<file path="src/rtl/vsb_chan_requester.sv">
// Per-channel write requester for the VSB round-robin arbiter.
// Local writes are queued in a small FIFO; the head entry is presented to the
// arbiter with rqst raised and is retired on each one-cycle ack pulse.
module vsb_chan_requester #(
  parameter int DEPTH  = 4,
  parameter int ADDR_W = 8,
  parameter int DATA_W = 16
) (
  input  logic                     clk,
  input  logic                     nreset,
  input  logic                     wr_valid,
  output logic                     wr_ready,
  input  logic [ADDR_W-1:0]        wr_addr,
  input  logic [DATA_W-1:0]        wr_data,
  output logic                     rqst,
  input  logic                     ack,
  output logic [ADDR_W-1:0]        vsbaddr,
  output logic [DATA_W-1:0]        vsbdata,
  output logic [$clog2(DEPTH):0]   level,
  output logic                     spurious_ack
);

  localparam int PW = $clog2(DEPTH);
  localparam int CW = PW + 1;
  localparam logic [CW-1:0] FULL_CNT = CW'(DEPTH);
  localparam logic [CW-1:0] ONE_CNT  = CW'(1);

  logic [ADDR_W-1:0] addr_mem_q [DEPTH];
  logic [DATA_W-1:0] data_mem_q [DEPTH];

  logic [PW-1:0] rd_ptr_q, rd_ptr_d;
  logic [PW-1:0] wr_ptr_q, wr_ptr_d;
  logic [CW-1:0] cnt_q, cnt_d;
  logic          spur_q, spur_d;

  logic push, pop, empty;

  // Ready depends only on the registered count, so ack never reaches wr_ready
  // combinationally; a full FIFO therefore refuses a push even in an ack cycle.
  assign empty    = (cnt_q == '0);
  assign wr_ready = (cnt_q < FULL_CNT);
  assign push     = wr_valid && wr_ready;
  assign pop      = ack && !empty;

  // The arbiter samples rqst a cycle ahead of its ack, so rqst must fall during
  // the ack of the last entry or a phantom entry would be granted.
  assign rqst = !empty && !(ack && (cnt_q == ONE_CNT));

  // Head entry stays stable through the ack cycle; the pop lands on the edge
  // that ends it. Outputs are forced to zero while nothing is queued.
  assign vsbaddr      = empty ? '0 : addr_mem_q[rd_ptr_q];
  assign vsbdata      = empty ? '0 : data_mem_q[rd_ptr_q];
  assign level        = cnt_q;
  assign spurious_ack = spur_q;

  // Next-state for pointers, occupancy and the sticky spurious-ack flag.
  always_comb begin
    rd_ptr_d = rd_ptr_q;
    wr_ptr_d = wr_ptr_q;
    cnt_d    = cnt_q;
    spur_d   = spur_q;
    if (push) wr_ptr_d = wr_ptr_q + 1'b1;
    if (pop)  rd_ptr_d = rd_ptr_q + 1'b1;
    case ({push, pop})
      2'b10:   cnt_d = cnt_q + ONE_CNT;
      2'b01:   cnt_d = cnt_q - ONE_CNT;
      default: cnt_d = cnt_q;
    endcase
    if (ack && empty) spur_d = 1'b1;
  end

  // Control state with asynchronous active-low reset; reset discards the queue.
  always_ff @(posedge clk or negedge nreset) begin
    if (!nreset) begin
      rd_ptr_q <= '0;
      wr_ptr_q <= '0;
      cnt_q    <= '0;
      spur_q   <= 1'b0;
    end else begin
      rd_ptr_q <= rd_ptr_d;
      wr_ptr_q <= wr_ptr_d;
      cnt_q    <= cnt_d;
      spur_q   <= spur_d;
    end
  end

  // Entry storage needs no reset: unoccupied slots are never presented.
  always_ff @(posedge clk) begin
    if (push) begin
      addr_mem_q[wr_ptr_q] <= wr_addr;
      data_mem_q[wr_ptr_q] <= wr_data;
    end
  end

endmodule

</file>
<file path="config.mk">
export PLATFORM = sky130hd
export DESIGN_NAME = vsb_chan_requester
export DESIGN_NICKNAME = d
export VERILOG_FILES = /design/src/rtl/vsb_chan_requester.sv
export SDC_FILE = /design/constraint.sdc
export NUM_CORES = 1
export LEC_CHECK = 0
export BUFFER_PORTS_ARGS = -buffer_cell sky130_fd_sc_hd__buf_2
export CAP_MARGIN = 20
export CORE_MARGIN = 4
export CORE_UTILIZATION = 30
export DETAILED_ROUTE_END_ITERATION = 10
export MAX_ROUTING_LAYER = met4
export PLACE_DENSITY_LB_ADDON = 0.1
export RECOVER_POWER = 100
export SYNTH_ARGS = -nofsm -noshare
export SYNTH_HDL_FRONTEND = slang
export SYNTH_SLANG_ARGS = --single-unit
</file>
<file path="constraint.sdc">
create_clock -name clk -period 2.23 [get_ports clk]
set_input_delay 0.223 -clock clk [delete_from_list [all_inputs] [get_ports clk]]
set_output_delay 0.223 -clock clk [all_outputs]
set_load 0.02 [all_outputs]
</file>
==> impl_metrics.json, run 1 <==
{
  "status": "finished clean",
  "yosysTopAreaCell": "edfxtp_1",
  "start_util": 0.309,
  "pwr-share-seq": 0.406,
  "drc": 0,
  "synth_top_family_by_area": "multiplexers",
  "drv_slew": 0,
  "endpoint_kind": "output port",
  "hold_path.class": "in -> reg",
  "finalClockSkew_ps": 4.61,
  "grt_use_met1": 0.134,
  "die_h_um": 125,
  "synthAdderAreaFrac": 0.0273,
  "ant_nets": 0,
  "antennaDiodeCount": 0,
  "clkLatencyLatePin_ps": 330,
  "setup_viol": 0,
  "cap_violations": 0,
  "die_area_mm2": 0.0157,
  "overflow": 0,
  "grt_antenna_before_repair": 0,
  "gp_congestion": 0.676,
  "finalPower_uw": 6430,
  "synth_top_area_share": 0.699,
  "grt_max_degree": 27,
  "ios": 58,
  "syn_inst": 199,
  "htree_levels": 3,
  "grt_pass1_wl_um": 12100,
  "min_period_over_period": 0.914,
  "track_usage": 0.106,
  "drive_above_1_share": 0.278,
  "dr.pass1.iters": 4,
  "synth_edf_count": 96,
  "rsz0062_at_grt": "false",
  "peakVddDrop_mv": 0.484,
  "synth_cell_types": 18,
  "switchingPower_uw": 2150,
  "grt_busiest_layer": "met2",
  "combPwrFrac": 0.382,
  "viasPerCell": 4.32,
  "core_area_mm2": 0.0133,
  "synth_common_cells": "edfxtp_1, nor2b_1, mux4_2, ha_1, dfrtp_1",
  "n_fill_cell": 1289,
  "critical_path_class": "reg -> out",
  "synth-simple-area-share": 0.0525,
  "cts_tree": "built",
  "placementRows": 42,
  "cts_sinks": 104,
  "met2_usage": 0.164,
  "grt_pass1_vias": 2171,
  "final.setup.tns_ps": 0,
  "internal-power_uw": 4280,
  "worstMarginPinSlew_ps": 586,
  "leakagePower_uw": 0.00168,
  "synth.avg_cell_area_um2": 20.7,
  "yosysMostFrequentCell": "edfxtp_1",
  "synth-xor-area-share": 0.0127,
  "io_buffer_count": 57,
  "ys_seq_area_frac": 0.748,
  "synth-compound-area-share": 0.00607,
  "synth_mux_area_frac": 0.134,
  "synth_nets": 236,
  "p_clk_frac": 0.212,
  "grtUsageMet3": 0.0281,
  "switching_share": 0.334,
  "synth_seq_cells": 104,
  "cp.arrival_ps": 1820,
  "clk_pin_slew_worst_paths_ps": 70,
  "syn_area_mm2": 0.00412,
  "yosysWarnings": 0,
  "synth_area_leaders": "edfxtp_1, mux4_2, dfrtp_1, nor2b_1, ha_1",
  "layout_min_cycle_time_ps": 2040,
  "finalHoldViolCount": 0,
  "synth_ff_type": "edfxtp_1",
  "async_reset_ff_frac": 0.0769,
  "vias": 1958,
  "final_nets": 311,
  "hpwl_um": 4960,
  "drtIter0Drc": 111,
  "dieWidth_um": 125,
  "max_slew_margin": 0.609,
  "worstPathMaxFanout": 26,
  "tritoncts.num_buffers": 9,
  "required_ps": 2010,
  "crit_path_start_kind": "flip-flop",
  "fmax_ghz": 0.490,
  "clock-root-buffer": "clkbuf_16",
  "fin_util": 0.369,
  "power_density_mw_per_mm2": 1310,
  "cts_buffer_depth": 2,
  "avgRoutedWirePerCell_um": 16.6,
  "routed_wl_um": 7530,
  "area_growth_pct": 19.5
}
## power groups by stage
stage / Clock (µW) / Combinational (µW) / Sequential [µW]
after floorplan: 0 / 1750 / 2620
after global placement: 0 / 2520 / 2670
after detailed placement: 0 / 2520 / 2680
after CTS: 1410 / 2530 / 2630
after global routing: 1510 / 2720 / 2650
final: 1360 / 2460 / 2610
## cell usage in the layout, fill, tap and decap left out
cell type and n:
inv_1 6, edfxtp_1 96, nor2_1 1, buf_12 3, nor2b_1 26, clkinv_2 2, a21o_1 2, nand2_1 3
clkbuf_16 9, dlygate4sd3_1 1, dfrtp_2 2, mux2i_1 1, clkbuf_2 27, clkinv_4 1, nor2b_2 1, clkinv_1 2
o21ai_0 2, clkbuf_1 34, mux4_2 24, xnor2_1 5, and2_0 4, buf_4 5, nand3b_1 1, ha_1 9
dfrtp_1 6, xor2_1 1, buf_2 3
## stage by stage
stage | setup WS [ps] | cell area [µm²] | hold WS [ps] | std cells
floorplan | 344 | 4120 | -72.6 | 199
global placement | 350 | 4700 | 82.8 | 435
detailed placement | 362 | 4700 | 88.3 | 435
CTS | 47.7 | 4960 | 91.4 | 450
global route | 21.9 | 4920 | 138 | 453
finish | 191 | 4920 | 138 | 453
## sequential cells by signal (all words and copies together), names as in the netlist
signal,count
addr_mem_q,32
data_mem_q,64
level,3
rd_ptr_q,2
spurious_ack,1
wr_ptr_q,2
## cell families after synthesis
| family | Yosys count |
|---|---|
| AOI/OAI and AO/OA | 4 |
| xor gates and xnor gates | 6 |
| adders and majority gates | 9 |
| buffers and inverters | 15 |
| DFF | 104 |
| muxes | 25 |
| and+or+nand+nor | 36 |
## final cells by class
cell class | count | area, µm² | area share
clock inverters | 5 | 26.3 | 0.00534
clock buffers | 9 | 225 | 0.0457
multi-input cells | 80 | 960 | 0.195
well taps | 176 | 220 | 0.0447
inverters | 6 | 22.5 | 0.00457
flip-flops and latches | 104 | 3090 | 0.627
repair buffers | 73 | 385 | 0.0783
## critical path, cell delays in order (launching register included)
cell and delay (ps):
dfrtp_2 410, inv_1 70, ha_1 210, nor2b_2 150, buf_4 230, nor2b_1 200
clkbuf_2 200
## path summary, 6_finish.rpt
check	slack (ps)	end	start	cells after the start
setup reg to reg	330	data_mem_q[3][14]	level[2]	4
min in group asynchronous	350	level[2]	nreset	2
max in group asynchronous	1510	rd_ptr_q[0]	nreset	2
hold / removal	140	spurious_ack	ack	2
hold reg to reg	490	spurious_ack	spurious_ack	1
setup / recovery	190	vsbaddr[4]	level[0]	6
## repair_timing
| action | CTS | global route |
|---|---|---|
| hold buffers | 1 | 0 |
| setup endpoints to repair | 0 | 11 |
| setup buffers | 0 | 3 |
| resized for setup | 0 | 1 |
| hold endpoints to repair | 8 | 0 |
## layer usage
layer	up-vias	share of wire
li1	918	-
met1	987	0.45
met2	43	0.49
met3	10	0.039
met4	0	0.018
met5	-	0
Power figures use the tool's default switching activity.
==> inputs of run 2 (changes only) <==
- PLACE_DENSITY: not set -> 0.49
- PLACE_DENSITY_LB_ADDON: 0.1 -> not set
==> impl_metrics.json, run 2 (same netlist as run 1, synthesis figures left out) <==
{
  "ant_nets": 0,
  "timing.rr.start": "level[2]",
  "post_cts_resized": 0,
  "power_density_mw_per_mm2": 1310,
  "drive_above_1_share": 0.245,
  "cts_buffer_depth": 2,
  "setup_viol": 0,
  "clk_pin_slew_worst_paths_ps": 60,
  "largest-register": "data_mem_q",
  "crit_start": "level[0]",
  "clkLatencyLatePin_ps": 330,
  "crit_path_start_kind": "flip-flop",
  "die_h_um": 125,
  "status": "finished clean",
  "gp_congestion": 0.726,
  "grt_antenna_before_repair": 0,
  "io_buffer_count": 57,
  "hpwl_um": 4990,
  "final_common_cell": "edfxtp_1",
  "cts_sinks": 104,
  "start_util": 0.309,
  "fmax_ghz": 0.486,
  "final_nets": 310,
  "rsz0062_at_grt": "false",
  "critical_path_class": "reg -> out",
  "htree_levels": 3,
  "final.setup.tns_ps": 0,
  "post-place-cells": 437,
  "finalClockSkew_ps": 6.25,
  "track_usage": 0.106,
  "ios": 58,
  "worstPathMaxFanout": 26,
  "area_growth_pct": 18.7,
  "overflow": 0,
  "endpoint_kind": "output port",
  "cp.arrival_ps": 1840,
  "finalHoldViolCount": 0,
  "tritoncts.num_buffers": 9,
  "grt_pass1_wl_um": 12200,
  "placementRows": 42,
  "grt_max_degree": 27,
  "critPathSlowestCell": "dfrtp_1",
  "final_cell_count_no_fill": 454,
  "mostFrequentLayoutCells": "edfxtp_1, clkbuf_1, nor2b_1",
  "antennaDiodeCount": 0,
  "grt_pass1_vias": 2177,
  "clock-root-buffer": "clkbuf_16",
  "reg2reg_depth": 4,
  "cap_violations": 0,
  "whs_ps": 146,
  "die_area_mm2": 0.0157,
  "largest_register_ff_count": 64,
  "worstHoldStart": "wr_data[10]",
  "cts_hold_buf": 1,
  "max_slew_margin": 0.607,
  "drtIter0Drc": 96,
  "postCtsSetupRepairBufs": 0,
  "dieWidth_um": 125,
  "dr.pass1.iters": 4,
  "min_path_cells": 1,
  "worstMarginPinSlew_ps": 589,
  "viasPerCell": 4.35,
  "required_ps": 2010,
  "cts_tree": "built",
  "leakagePower_uw": 0.00165,
  "crit_chain": "inv_1 > ha_1 > nor2b_4 > buf_4 > nor2b_1 > clkbuf_1",
  "min_period_over_period": 0.924,
  "avgRoutedWirePerCell_um": 16.9,
  "vias": 1974,
  "finalPower_uw": 6410,
  "routed_wl_um": 7670,
  "layout_min_cycle_time_ps": 2060,
  "peakVddDrop_mv": 0.419,
  "drv_slew": 0,
  "cpPeakStageDelay_ps": 420,
  "hold_path.class": "in -> reg",
  "core_area_mm2": 0.0133,
  "drc": 0
}
-- run 2: changes by cell type in the layout (fill, tap and decap cells not counted), sizes merged --
cell / previous run / this run
inv: 6 / 7
clkbuf: 70 / 69
clkinvlp: 0 / 1
-- run 2: stage by stage --
stage                     worst slack [ps]  utilization  cell area (µm²)
after global routing                  53.4        0.367             4890
final                                  171        0.367             4890
after detailed placement               475        0.353             4710
after global placement                 514        0.353             4710
after CTS                              172        0.373             4980
after floorplan                        344            -             4120
-- run 2: report_power, final --
group | leakage, µW | total, µW | internal (µW) | switching (µW)
clock network | 0.000128 | 1390 | 745 | 648
logic | 0.000555 | 2440 | 1020 | 1430
registers | 0.000962 | 2570 | 2460 | 108
-- run 2: routing by layer --
metal | global-route usage | part of all wire | vias up
li1 | - | - | 914
met1 | 0.130 | 0.44 | 1019
met2 | 0.170 | 0.51 | 33
met3 | 0.0260 | 0.029 | 8
met4 | 0.0395 | 0.016 | 0
met5 | - | 0 | -
-- run 2: worst paths after layout --
path / slack, ps / to
worst min-delay path: 150 / data_mem_q[1][10]
worst max register to register: 270 / addr_mem_q[2][6]
max in group asynchronous: 1520 / rd_ptr_q[0]
worst min register to register: 480 / spurious_ack
min in group asynchronous: 360 / wr_ptr_q[0]
worst max-delay path: 170 / vsbdata[12]
-- run 2: critical path, delay by kind of cell, from the launching register on --
kind          cells  cell delay [ps]
buf+inv           3              570
fa+ha+maj         1              220
simple gates      2              290
flops             1              420
-- run 2: layout make-up --
cell class,instances,area [µm²]
Tap cell,176,220
Multi-Input combinational cell,80,965
Sequential cell,104,3080
Fill cell,1303,8460
Inverter,6,22.5
Timing Repair Buffer,72,338
Clock inverter,7,37.5
Clock buffer,9,225
==> inputs of run 3 (changes only) <==
- PLACE_DENSITY: 0.49 -> 0.54
==> impl_metrics.json, run 3 (same netlist as run 1, synthesis figures left out) <==
{
  "status": "finished clean",
  "finalClockSkew_ps": 6.43,
  "dr.pass1.iters": 5,
  "clk_pin_slew_worst_paths_ps": 60,
  "dpl-instance-area_mm2": 0.00472,
  "htree_levels": 3,
  "n_fill_cell": 1292,
  "drc": 0,
  "min_period_over_period": 0.943,
  "largest-register": "data_mem_q",
  "placementRows": 42,
  "finalHoldViolCount": 0,
  "final_common_cell": "edfxtp_1",
  "post-place-cells": 433,
  "avgRoutedWirePerCell_um": 17.2,
  "worstPathMaxFanout": 26,
  "hpwl_um": 5080,
  "area_growth_pct": 19.0,
  "drv_slew": 0,
  "viasPerCell": 4.41,
  "grt_pass1_wl_um": 12300,
  "grt_max_degree": 27,
  "fin_area_mm2": 0.00491,
  "final.setup.tns_ps": 0,
  "rsz0062_at_grt": "false",
  "die_area_mm2": 0.0157,
  "final_cell_count_no_fill": 449,
  "grt_antenna_before_repair": 0,
  "cp.arrival_ps": 1880,
  "peakVddDrop_mv": 0.398,
  "required_ps": 2010,
  "seq_area_mm2": 0.00308,
  "endpoint_kind": "output port",
  "hold_path.class": "in -> reg",
  "routed_wl_um": 7720,
  "cts_buffer_depth": 2,
  "start_util": 0.309,
  "power_density_mw_per_mm2": 1310,
  "clock-root-buffer": "clkbuf_16",
  "setup_viol": 0,
  "cts_sinks": 104,
  "core_area_mm2": 0.0133,
  "fmax_ghz": 0.476,
  "drive_above_1_share": 0.264,
  "ios": 58,
  "max_slew_margin": 0.473,
  "tritoncts.num_buffers": 9,
  "grt_use_met1": 0.129,
  "met2_usage": 0.170,
  "overflow": 0,
  "dieWidth_um": 125,
  "vias": 1979,
  "cts_tree": "built",
  "crit_path_start_kind": "flip-flop",
  "grtUsageMet3": 0.0247,
  "drtIter0Drc": 102,
  "ant_nets": 0,
  "die_h_um": 125,
  "final_nets": 306,
  "critical_path_class": "reg -> out",
  "mostFrequentLayoutCells": "edfxtp_1, clkbuf_1, nor2b_1",
  "antennaDiodeCount": 0,
  "grt_pass1_vias": 2164,
  "fin_util": 0.368,
  "largest_register_ff_count": 64,
  "worstMarginPinSlew_ps": 791,
  "gp_congestion": 0.690,
  "multi_input_area_um2": 958,
  "post_cts_resized": 0,
  "clkLatencyLatePin_ps": 340,
  "layout_min_cycle_time_ps": 2100,
  "grt_busiest_layer": "met2",
  "cap_violations": 0,
  "leakagePower_uw": 0.00166,
  "track_usage": 0.106,
  "io_buffer_count": 57
}
## run 3: worst max-delay path: stages, from the launching register on
cell      delay, ps
dfrtp_2         360
buf_8           290
mux4_2          560
nor2b_1         160
clkbuf_2        170
## run 3: layer usage
layer / part of all wire / vias up
li1: - / 910
met2: 0.50 / 39
met5: 0 / -
met4: 0.020 / 0
met3: 0.035 / 14
met1: 0.44 / 1016
## run 3: area by class of cell
class | instances | share of cell area
well taps | 176 | 0.0449
flip-flops and latches | 104 | 0.629
repair buffers | 68 | 0.0722
clock inverters | 6 | 0.00867
multi-input cells | 80 | 0.195
inverters | 6 | 0.00459
clock buffers | 9 | 0.0459
## run 3: what timing repair did
action / in CTS / in global routing
endpoints found under the hold margin: 8 / 0
buffers inserted: 0 / 0
hold buffers: 1 / 0
## run 3: stage by stage
step	hold slack, ps	worst slack, ps	power (µW)
finish	144	128	6430
global route	145	34.4	6840
CTS	85.1	145	6650
detailed placement	82.3	458	5220
global placement	82.7	484	5210
floorplan	-72.6	344	4360
## run 3: report_power, final
group	switching, µW	internal (µW)
sequential	104	2460
combinational	1420	1030
clock	659	756
## run 3: worst paths after layout
path	from	cells after the start	slack, ps	end
setup / recovery	rd_ptr_q[0]	4	130	vsbdata[8]
hold / removal	wr_data[5]	1	140	data_mem_q[2][5]
setup reg to reg	level[2]	4	150	data_mem_q[3][13]
hold reg to reg	spurious_ack	1	480	spurious_ack
max in group asynchronous	nreset	2	1530	rd_ptr_q[0]
min in group asynchronous	nreset	2	350	level[0]
